<file path="config.mk">
export PLATFORM = sky130hd
export DESIGN_NAME = alu_result_drain
export DESIGN_NICKNAME = d
export VERILOG_FILES = /design/src/rtl/alu_result_drain.sv
export SDC_FILE = /design/constraint.sdc
export NUM_CORES = 1
export LEC_CHECK = 0
export CORE_MARGIN = 3
export CORE_UTILIZATION = 56
export DETAILED_ROUTE_END_ITERATION = 10
export HOLD_SLACK_MARGIN = 0.08
export PLACE_DENSITY = 0.94
export SLEW_MARGIN = 20
export SYNTH_ARGS = -nofsm -noshare
export SYNTH_HDL_FRONTEND = slang
export SYNTH_SLANG_ARGS = --single-unit
</file>
<file path="constraint.sdc">
create_clock -name clk -period 12.35 [get_ports clk]
set_input_delay 2.47 -clock clk [delete_from_list [all_inputs] [get_ports clk]]
set_output_delay 2.47 -clock clk [all_outputs]
set_load 0.01 [all_outputs]
</file>
<file path="src/rtl/alu_result_drain.sv">
// alu_result_drain: buffers 64-bit ALU results in a small FIFO and drains
// each one onto the 32-bit bus as LO and/or HI words under valid/ready.
// Ports: clk, clr_n (async active-low), in_valid/in_ready/in_c/in_mode (push
// side), bus_valid/bus_ready/bus_out/bus_sel/bus_last (bus side), count.
// Optional macro ALU_RESULT_FLAGS_EN adds per-entry zero/neg flags on
// bus_zero/bus_neg.
module alu_result_drain #(
    parameter int DATA_W = 32,
    parameter int DEPTH  = 2
) (
    input  logic                      clk,
    input  logic                      clr_n,
    input  logic                      in_valid,
    output logic                      in_ready,
    input  logic [2*DATA_W-1:0]       in_c,
    input  logic [1:0]                in_mode,
    output logic                      bus_valid,
    input  logic                      bus_ready,
    output logic [DATA_W-1:0]         bus_out,
    output logic                      bus_sel,
    output logic                      bus_last,
`ifdef ALU_RESULT_FLAGS_EN
    output logic                      bus_zero,
    output logic                      bus_neg,
`endif
    output logic [$clog2(DEPTH):0]    count
);

    localparam int PW = $clog2(DEPTH);
    localparam int CW = PW + 1;

    localparam logic [1:0] M_LO   = 2'b00;
    localparam logic [1:0] M_HI   = 2'b01;
    localparam logic [1:0] M_LOHI = 2'b10;
    localparam logic [1:0] M_DROP = 2'b11;

    typedef enum logic [1:0] {
        S_IDLE,
        S_LO,
        S_HI
    } state_e;

    state_e          state_q, state_d;
    logic [PW-1:0]   wr_ptr_q, wr_ptr_d;
    logic [PW-1:0]   rd_ptr_q, rd_ptr_d;
    logic [CW-1:0]   count_q, count_d;

    logic [2*DATA_W-1:0] mem_c_q    [DEPTH];
    logic [1:0]          mem_mode_q [DEPTH];

    logic                push;
    logic                pop;
    logic [PW-1:0]       rd_nxt;
    logic [1:0]          head_mode;
    logic [2*DATA_W-1:0] head_c;
    logic                nxt_avail;
    logic [1:0]          nxt_mode;
    state_e              nxt_first;

    // First bus state of an entry; discard entries are handled from IDLE.
    function automatic state_e first_state(input logic [1:0] m);
        state_e s;
        unique case (m)
            M_HI:    s = S_HI;
            M_DROP:  s = S_IDLE;
            default: s = S_LO;
        endcase
        return s;
    endfunction

    assign in_ready  = (count_q < CW'(DEPTH));
    assign push      = in_valid & in_ready;
    assign rd_nxt    = rd_ptr_q + PW'(1);
    assign head_mode = mem_mode_q[rd_ptr_q];
    assign head_c    = mem_c_q[rd_ptr_q];
    assign count     = count_q;

    // Entry that follows the head: already stored, or being pushed now
    // (forwarded so a pop never leaves a bubble when work is arriving).
    always_comb begin
        nxt_avail = 1'b0;
        nxt_mode  = M_DROP;
        if (count_q > CW'(1)) begin
            nxt_avail = 1'b1;
            nxt_mode  = mem_mode_q[rd_nxt];
        end else if (push) begin
            nxt_avail = 1'b1;
            nxt_mode  = in_mode;
        end
        nxt_first = nxt_avail ? first_state(nxt_mode) : S_IDLE;
    end

    always_comb begin
        state_d   = state_q;
        pop       = 1'b0;
        bus_valid = 1'b0;
        bus_out   = '0;
        bus_sel   = 1'b0;
        bus_last  = 1'b0;
        unique case (state_q)
            S_IDLE: begin
                if (count_q != '0) begin
                    unique case (head_mode)
                        M_DROP: begin
                            pop     = 1'b1;
                            state_d = nxt_first;
                        end
                        M_HI:    state_d = S_HI;
                        default: state_d = S_LO;
                    endcase
                end
            end
            S_LO: begin
                bus_valid = 1'b1;
                bus_out   = head_c[DATA_W-1:0];
                bus_last  = (head_mode == M_LO);
                if (bus_ready) begin
                    if (head_mode == M_LOHI) begin
                        state_d = S_HI;
                    end else begin
                        pop     = 1'b1;
                        state_d = nxt_first;
                    end
                end
            end
            S_HI: begin
                bus_valid = 1'b1;
                bus_sel   = 1'b1;
                bus_out   = head_c[2*DATA_W-1:DATA_W];
                bus_last  = 1'b1;
                if (bus_ready) begin
                    pop     = 1'b1;
                    state_d = nxt_first;
                end
            end
            default: state_d = S_IDLE;
        endcase
    end

    always_comb begin
        wr_ptr_d = push ? wr_ptr_q + PW'(1) : wr_ptr_q;
        rd_ptr_d = pop ? rd_nxt : rd_ptr_q;
        count_d  = count_q;
        unique case ({push, pop})
            2'b10:   count_d = count_q + CW'(1);
            2'b01:   count_d = count_q - CW'(1);
            default: count_d = count_q;
        endcase
    end

    always_ff @(posedge clk or negedge clr_n) begin
        if (!clr_n) begin
            state_q  <= S_IDLE;
            wr_ptr_q <= '0;
            rd_ptr_q <= '0;
            count_q  <= '0;
        end else begin
            state_q  <= state_d;
            wr_ptr_q <= wr_ptr_d;
            rd_ptr_q <= rd_ptr_d;
            count_q  <= count_d;
        end
    end

    // Storage is intentionally not reset.
    always_ff @(posedge clk) begin
        if (push) begin
            mem_c_q[wr_ptr_q]    <= in_c;
            mem_mode_q[wr_ptr_q] <= in_mode;
        end
    end

`ifdef ALU_RESULT_FLAGS_EN
    logic mem_zero_q [DEPTH];
    logic mem_neg_q  [DEPTH];

    always_ff @(posedge clk) begin
        if (push) begin
            mem_zero_q[wr_ptr_q] <= (in_c == '0);
            mem_neg_q[wr_ptr_q]  <= in_c[2*DATA_W-1];
        end
    end

    assign bus_zero = bus_valid & mem_zero_q[rd_ptr_q];
    assign bus_neg  = bus_valid & mem_neg_q[rd_ptr_q];
`endif

endmodule
</file>
* Yosys cells after proc, flatten, opt, wreduce, memory -nomap -nowiden
Memories as Yosys holds them, arrays and structs flattened. Index checks and enable logic that the tools add are counted.
Cells by class: $lt $le $gt $ge 2, multipliers 0, shifts and indexed selects 0, reduce and logical (&&, ||, !) cells 6, div/mod/pow operators 0, bitwise gates (word level) 1, mux-type cells 24, add/subtract/negate cells 4, equal/unequal tests 12
Operators by type and width (number):
- $pmux W32 S2 | 1
- $mux W2 | 7
- $pmux W2 S2 | 3
- $eq A2 B2 Y1 const B | 5
- $mux W1 | 10
- $eq A2 B1 Y1 const B | 4
- $ne A2 B2 Y1 const B | 3
- $pmux W2 S3 | 1
- $logic_not A2 Y1 | 2
- $reduce_bool A2 Y1 | 2
- $pmux W1 S3 | 1
- $reduce_and A3 Y1 | 1
- $add A1 B1 Y1 const B | 2
- $add A2 B1 Y2 const B | 1
- $gt A2 B1 Y1 const B | 1
- $lt A2 B2 Y1 const B | 1
- $pmux W1 S2 | 1
- $reduce_or A2 Y1 | 1
- $sub A2 B1 Y2 const B | 1
- $and A1 B1 Y1 | 1
Storage, ports and cells: input port bits 70, flip-flop bits (word level) 6, logic and storage cells 55, output and inout bits 38, memories 2, bits in read-only memories 0, latch bits 0, RAM bits 132
Memories:
- mem_c_q | depth 2, width 64, read ports 1, clocked after memory_dff 0, write ports 1, RTL line 48 | logic [2*DATA_W-1:0] mem_c_q [DEPTH];
- mem_mode_q | depth 2, width 2, read ports 2, clocked after memory_dff 0, write ports 1, RTL line 49 | logic [1:0] mem_mode_q [DEPTH];

* Logic depth before layout (Yosys ltp)
depth in word-level cells 10, gate-level depth with buffers 8, gate-level depth less buffers 7

* Worst setup path after synthesis
No wires, ideal clock.
kind in2reg, start input in_valid, end memory mem_c_q[0][0] (netlist bit), enable pin, path buffers 0, stages 2, library setup time 0.491 ns, arrival time 5.368 ns, slack 6.491 ns, required time 11.859 ns, path through nand2b_1 > nor2_1
On the way: word-level cells in the longest chain between the ends 3
RTL lines:
- start: declaration | RTL line 13 | input logic in_valid,
- $and A1 B1 Y1 | RTL line 72 | assign push = in_valid & in_ready;
- $mux W1 | RTL line 167 | if (push) begin
- $mux W1 (implied by the code) | RTL line 168 | mem_c_q[wr_ptr_q] <= in_c;
- end: declaration | RTL line 48
No other way between the ends.

* Worst setup path after layout
start register rd_ptr_q, end output bus_last
On the way: word-level cells in the longest chain between the ends 3
RTL lines:
- start: declaration | RTL line 45 | logic [PW-1:0] rd_ptr_q, rd_ptr_d;
- start signal: assignment | RTL line 160 | rd_ptr_q <= rd_ptr_d;
- $mem_v2 Z2 W2
- $logic_not A2 Y1 | RTL line 116 | bus_last = (head_mode == M_LO);
- $pmux W1 S2 | RTL line 100 | unique case (state_q)
- end: declaration | RTL line 21 | output logic bus_last,
No other way between the ends.

==> impl_metrics.prom <==
# TYPE chip_impl_metric gauge
chip_impl_metric{name="core_area",unit="um^2"} 9910
chip_impl_info{name="r2r-start",value="rd_ptr_q"} 1
chip_impl_info{name="timing.critical_path.cells",value="buf_4 -> mux2i_1 -> a31oi_1 -> nor2b_1 -> clkdlybuf4s50_1"} 1
chip_impl_metric{name="clock_path_buffers",unit=""} 2
chip_impl_metric{name="pwr_density_cell",unit="nW/um^2"} 239
chip_impl_metric{name="timing.final.hold_violations",unit=""} 0
chip_impl_info{name="ys.flop_type",value="edfxtp_1"} 1
chip_impl_metric{name="clock_sinks",unit=""} 138
chip_impl_metric{name="crit_buf_inv",unit=""} 2
chip_impl_metric{name="worstRegToRegCells",unit=""} 7
chip_impl_metric{name="top_level_ports",unit=""} 108
chip_impl_metric{name="mappedNetlistNets",unit=""} 413
chip_impl_metric{name="timing.critical_path.required",unit="ns"} 9.88
chip_impl_metric{name="synth_edf_count",unit=""} 132
chip_impl_metric{name="syn_area",unit="um^2"} 5780
chip_impl_metric{name="cts_buffers",unit=""} 17
chip_impl_info{name="yosys-top-cells-count",value="edfxtp_1, mux2_2, nor2b_1"} 1
chip_impl_info{name="cpLargestDelayFamily",value="buffers and inverters"} 1
chip_impl_metric{name="port_buffers",unit=""} 107
chip_impl_metric{name="p_leak",unit="nW"} 2.52
chip_impl_metric{name="timing.critical_path.slowest_cell_delay",unit="ns"} 0.81
chip_impl_metric{name="hold_depth",unit=""} 1
chip_impl_metric{name="worst_ep_arrival_time",unit="ns"} 3.20
chip_impl_metric{name="seq_area_frac_synth",unit="%"} 71.2
chip_impl_metric{name="area_enclosed_by_the_die_boundary",unit="um^2"} 11600
chip_impl_metric{name="postLayoutSetupSlackWorst",unit="ns"} 6.68
chip_impl_info{name="startpoint_type",value="flip-flop"} 1
chip_impl_metric{name="route.vias.total",unit=""} 3297
chip_impl_metric{name="cts.reportedPaths.clkPinSlew",unit="ns"} 0.06
chip_impl_metric{name="postCtsHoldBufs",unit=""} 0
chip_impl_metric{name="h_tree_lvl_count",unit=""} 4
chip_impl_metric{name="highest_net_fanout_along_the_worst_path",unit=""} 42
chip_impl_info{name="worstSetupEndpointType",value="output port"} 1
chip_impl_metric{name="globalRouteOverflowTotal",unit=""} 0
chip_impl_metric{name="final_core_utilization",unit="%"} 76.3
chip_impl_metric{name="max_cap_violations",unit=""} 0
chip_impl_metric{name="hpwl",unit="mm"} 7.25
chip_impl_metric{name="drt_drc_violations_left",unit=""} 0
chip_impl_metric{name="die-width",unit="um"} 108
chip_impl_metric{name="routed_vias_inst",unit=""} 5.55
chip_impl_metric{name="clk-insertion-delay-late",unit="ns"} 0.51
chip_impl_info{name="hold-path-endpoint",value="count[0]"} 1
chip_impl_metric{name="period_utilisation_layout",unit="%"} 45.9
chip_impl_metric{name="antennaDiodeCount",unit=""} 0
chip_impl_metric{name="worst_rel_slew_slack",unit="%"} 42.9
chip_impl_metric{name="synth_warnings",unit=""} 0
chip_impl_info{name="reg_to_reg_endpoint",value="count[1]"} 1
chip_impl_metric{name="power.ir.vdd_worst",unit="mV"} 0.160
chip_impl_metric{name="netlist.area_leader.share",unit="%"} 68.6
chip_impl_metric{name="finalMaxSlewViolations",unit=""} 0
chip_impl_metric{name="gp_congestion",unit=""} 0.798
chip_impl_metric{name="synthesis.instances",unit=""} 336
chip_impl_metric{name="synthesis.area_per_instance",unit="um^2"} 17.2
chip_impl_metric{name="first_global_vias",unit=""} 3546
chip_impl_info{name="run_status",value="completed"} 1
chip_impl_metric{name="tightest_slew",unit="ns"} 0.854
chip_impl_metric{name="detail_routed_net_length_per_standard_cell",unit="um"} 19.6
chip_impl_metric{name="area_growth",unit="%"} 30.9
chip_impl_metric{name="post_cts.resized_instances",unit=""} 0
chip_impl_metric{name="worst_clock_skew",unit="ns"} 0.00467
chip_impl_metric{name="fin_nets",unit=""} 525
chip_impl_metric{name="setup-violations-final",unit=""} 0
chip_impl_metric{name="totalWireLength",unit="mm"} 11.6
chip_impl_metric{name="tns",unit="ns"} 0
chip_impl_info{name="cts_root_buf",value="clkbuf_8"} 1
chip_impl_metric{name="synth_seq_cells",unit=""} 138
chip_impl_info{name="synth.top_cells.by_area",value="edfxtp_1, mux2_2, a22oi_1, nor2b_1, dfrtp_1"} 1
chip_impl_info{name="synth_largest_area_cell",value="edfxtp_1"} 1
chip_impl_metric{name="drtPass1Iterations",unit=""} 4
chip_impl_info{name="synth.most_common_cell",value="edfxtp_1"} 1
chip_impl_metric{name="die_height",unit="um"} 108
chip_impl_info{name="tritoncts",value="yes"} 1
chip_impl_info{name="criticalPathCategory",value="reg2out"} 1
chip_impl_metric{name="grt_first_pass_wirelength",unit="mm"} 18.1
chip_impl_info{name="slowest_cell_on_crit_path",value="dfrtp_2"} 1
chip_impl_metric{name="detailedRoute.firstIterationViolations",unit=""} 226
chip_impl_metric{name="post_cts_setup_driven_buffer_insertion_count",unit=""} 0
chip_impl_metric{name="r2r_setup_slack",unit="ns"} 9.56
chip_impl_metric{name="ant_nets",unit=""} 0
chip_impl_metric{name="placement.setup.worst_slack",unit="ns"} 7.23
chip_impl_metric{name="grt_max_degree",unit=""} 43
chip_impl_metric{name="floorplan.rows",unit=""} 36
chip_impl_metric{name="gr-usage-all-layers",unit="%"} 21.0
chip_impl_metric{name="start_util",unit="%"} 58.3
chip_impl_metric{name="period_minus_slack",unit="ns"} 5.67
chip_impl_metric{name="ys_types",unit=""} 36
chip_impl_metric{name="antenna_found_initial",unit=""} 0
chip_impl_metric{name="postSynth.asyncResetShare",unit="%"} 4.35
chip_impl_info{name="min-delay-start",value="count[0]"} 1
chip_impl_metric{name="fmax",unit="MHz"} 176
chip_impl_info{name="grt_setup_unrepaired",value="false"} 1
chip_impl_info{name="hp-class",value="reg2reg"} 1
chip_impl_metric{name="final_layout_size_suffix_gt1_share",unit="%"} 23.4
==> layer usage <==
metal / wire (um) / share of wire, % / global-route usage (%) / vias up
met3: 443 / 3.8 / 4.68 / 11
li1: - / - / - / 1527
met5: 0 / 0 / 0 / -
met1: 4620 / 40 / 24.6 / 1662
met4: 163 / 1.4 / 9.20 / 0
met2: 6400 / 55 / 36.9 / 97
==> worst max-delay path by stage <==
stage               startpoint       endpoint  cells past startpoint
global route          rd_ptr_q       bus_last                      5
global placement      rd_ptr_q       bus_last                      5
CTS                   rd_ptr_q       bus_last                      5
finish                rd_ptr_q       bus_last                      5
detailed placement    rd_ptr_q       bus_last                      5
floorplan             in_valid  mem_c_q[0][0]                      2
==> sequential cells by signal, summed over array words and instances, names as in the netlist <==
| name | count |
|---|---|
| wr_ptr_q | 1 |
| mem_mode_q | 4 |
| count | 2 |
| rd_ptr_q | 1 |
| state_q | 2 |
| mem_c_q | 128 |
==> final cells by class <==
| cell class | count | area (um^2) |
|---|---|---|
| fill | 567 | 2350 |
| timing repair buffer | 112 | 1110 |
| inverter | 5 | 18.8 |
| tap | 133 | 166 |
| multi-input combinational | 174 | 1560 |
| clock buffer | 17 | 414 |
| sequential | 138 | 4120 |
| clock inverter | 15 | 176 |
==> placed cells by master, fill, tap and decap left out, types with 3 or more instances in the layout <==
master | synthesis | final
clkinv_2 | 0 | 3
clkinvlp_4 | 0 | 6
clkdlybuf4s50_1 | 0 | 107
nor2_1 | 4 | 3
edfxtp_1 | 132 | 132
dfrtp_1 | 6 | 5
buf_4 | 1 | 5
mux2_2 | 64 | 64
xnor2_1 | 3 | 3
ha_1 | 7 | 6
nand2b_1 | 3 | 3
mux2i_1 | 4 | 4
clkbuf_16 | 0 | 16
nor2b_1 | 34 | 34
bufinv_16 | 0 | 3
a22oi_1 | 32 | 32
inv_1 | 5 | 5
==> through the flow <==
stage          area (um^2)  hold WS (ns)  cells  power [W]
5_1_grt               7560         0.582    594    0.00190
6_report              7560         0.538    594    0.00181
3_3_place_gp          6970         0.515    562    0.00130
4_1_cts               7560         0.542    594    0.00182
3_5_place_dp          6970         0.536    562    0.00132
2_1_floorplan         5780         0.461    336    0.00109
==> power by group <==
part	switching, W	internal, W
Sequential	0.0000479	0.000627
Clock	0.000190	0.000307
Combinational	0.000308	0.000330
==> logic make-up (layout without fill, tap and decap cells) <==
| group | after synthesis | after routing | share of synthesized area (%) |
|---|---|---|---|
| adder cells (fa/ha/maj) | 7 | 7 | 1.52 |
| AND/OR/NAND/NOR | 50 | 50 | 5.28 |
| multiplexers | 69 | 69 | 13.4 |
| buffers and inverters | 24 | 149 | 1.93 |
| AO/OA/AOI/OAI | 44 | 44 | 6.09 |
| flip-flops | 138 | 138 | 71.2 |
| XOR/XNOR | 4 | 4 | 0.607 |
No activity file was read; power rests on OpenSTA's default activity.
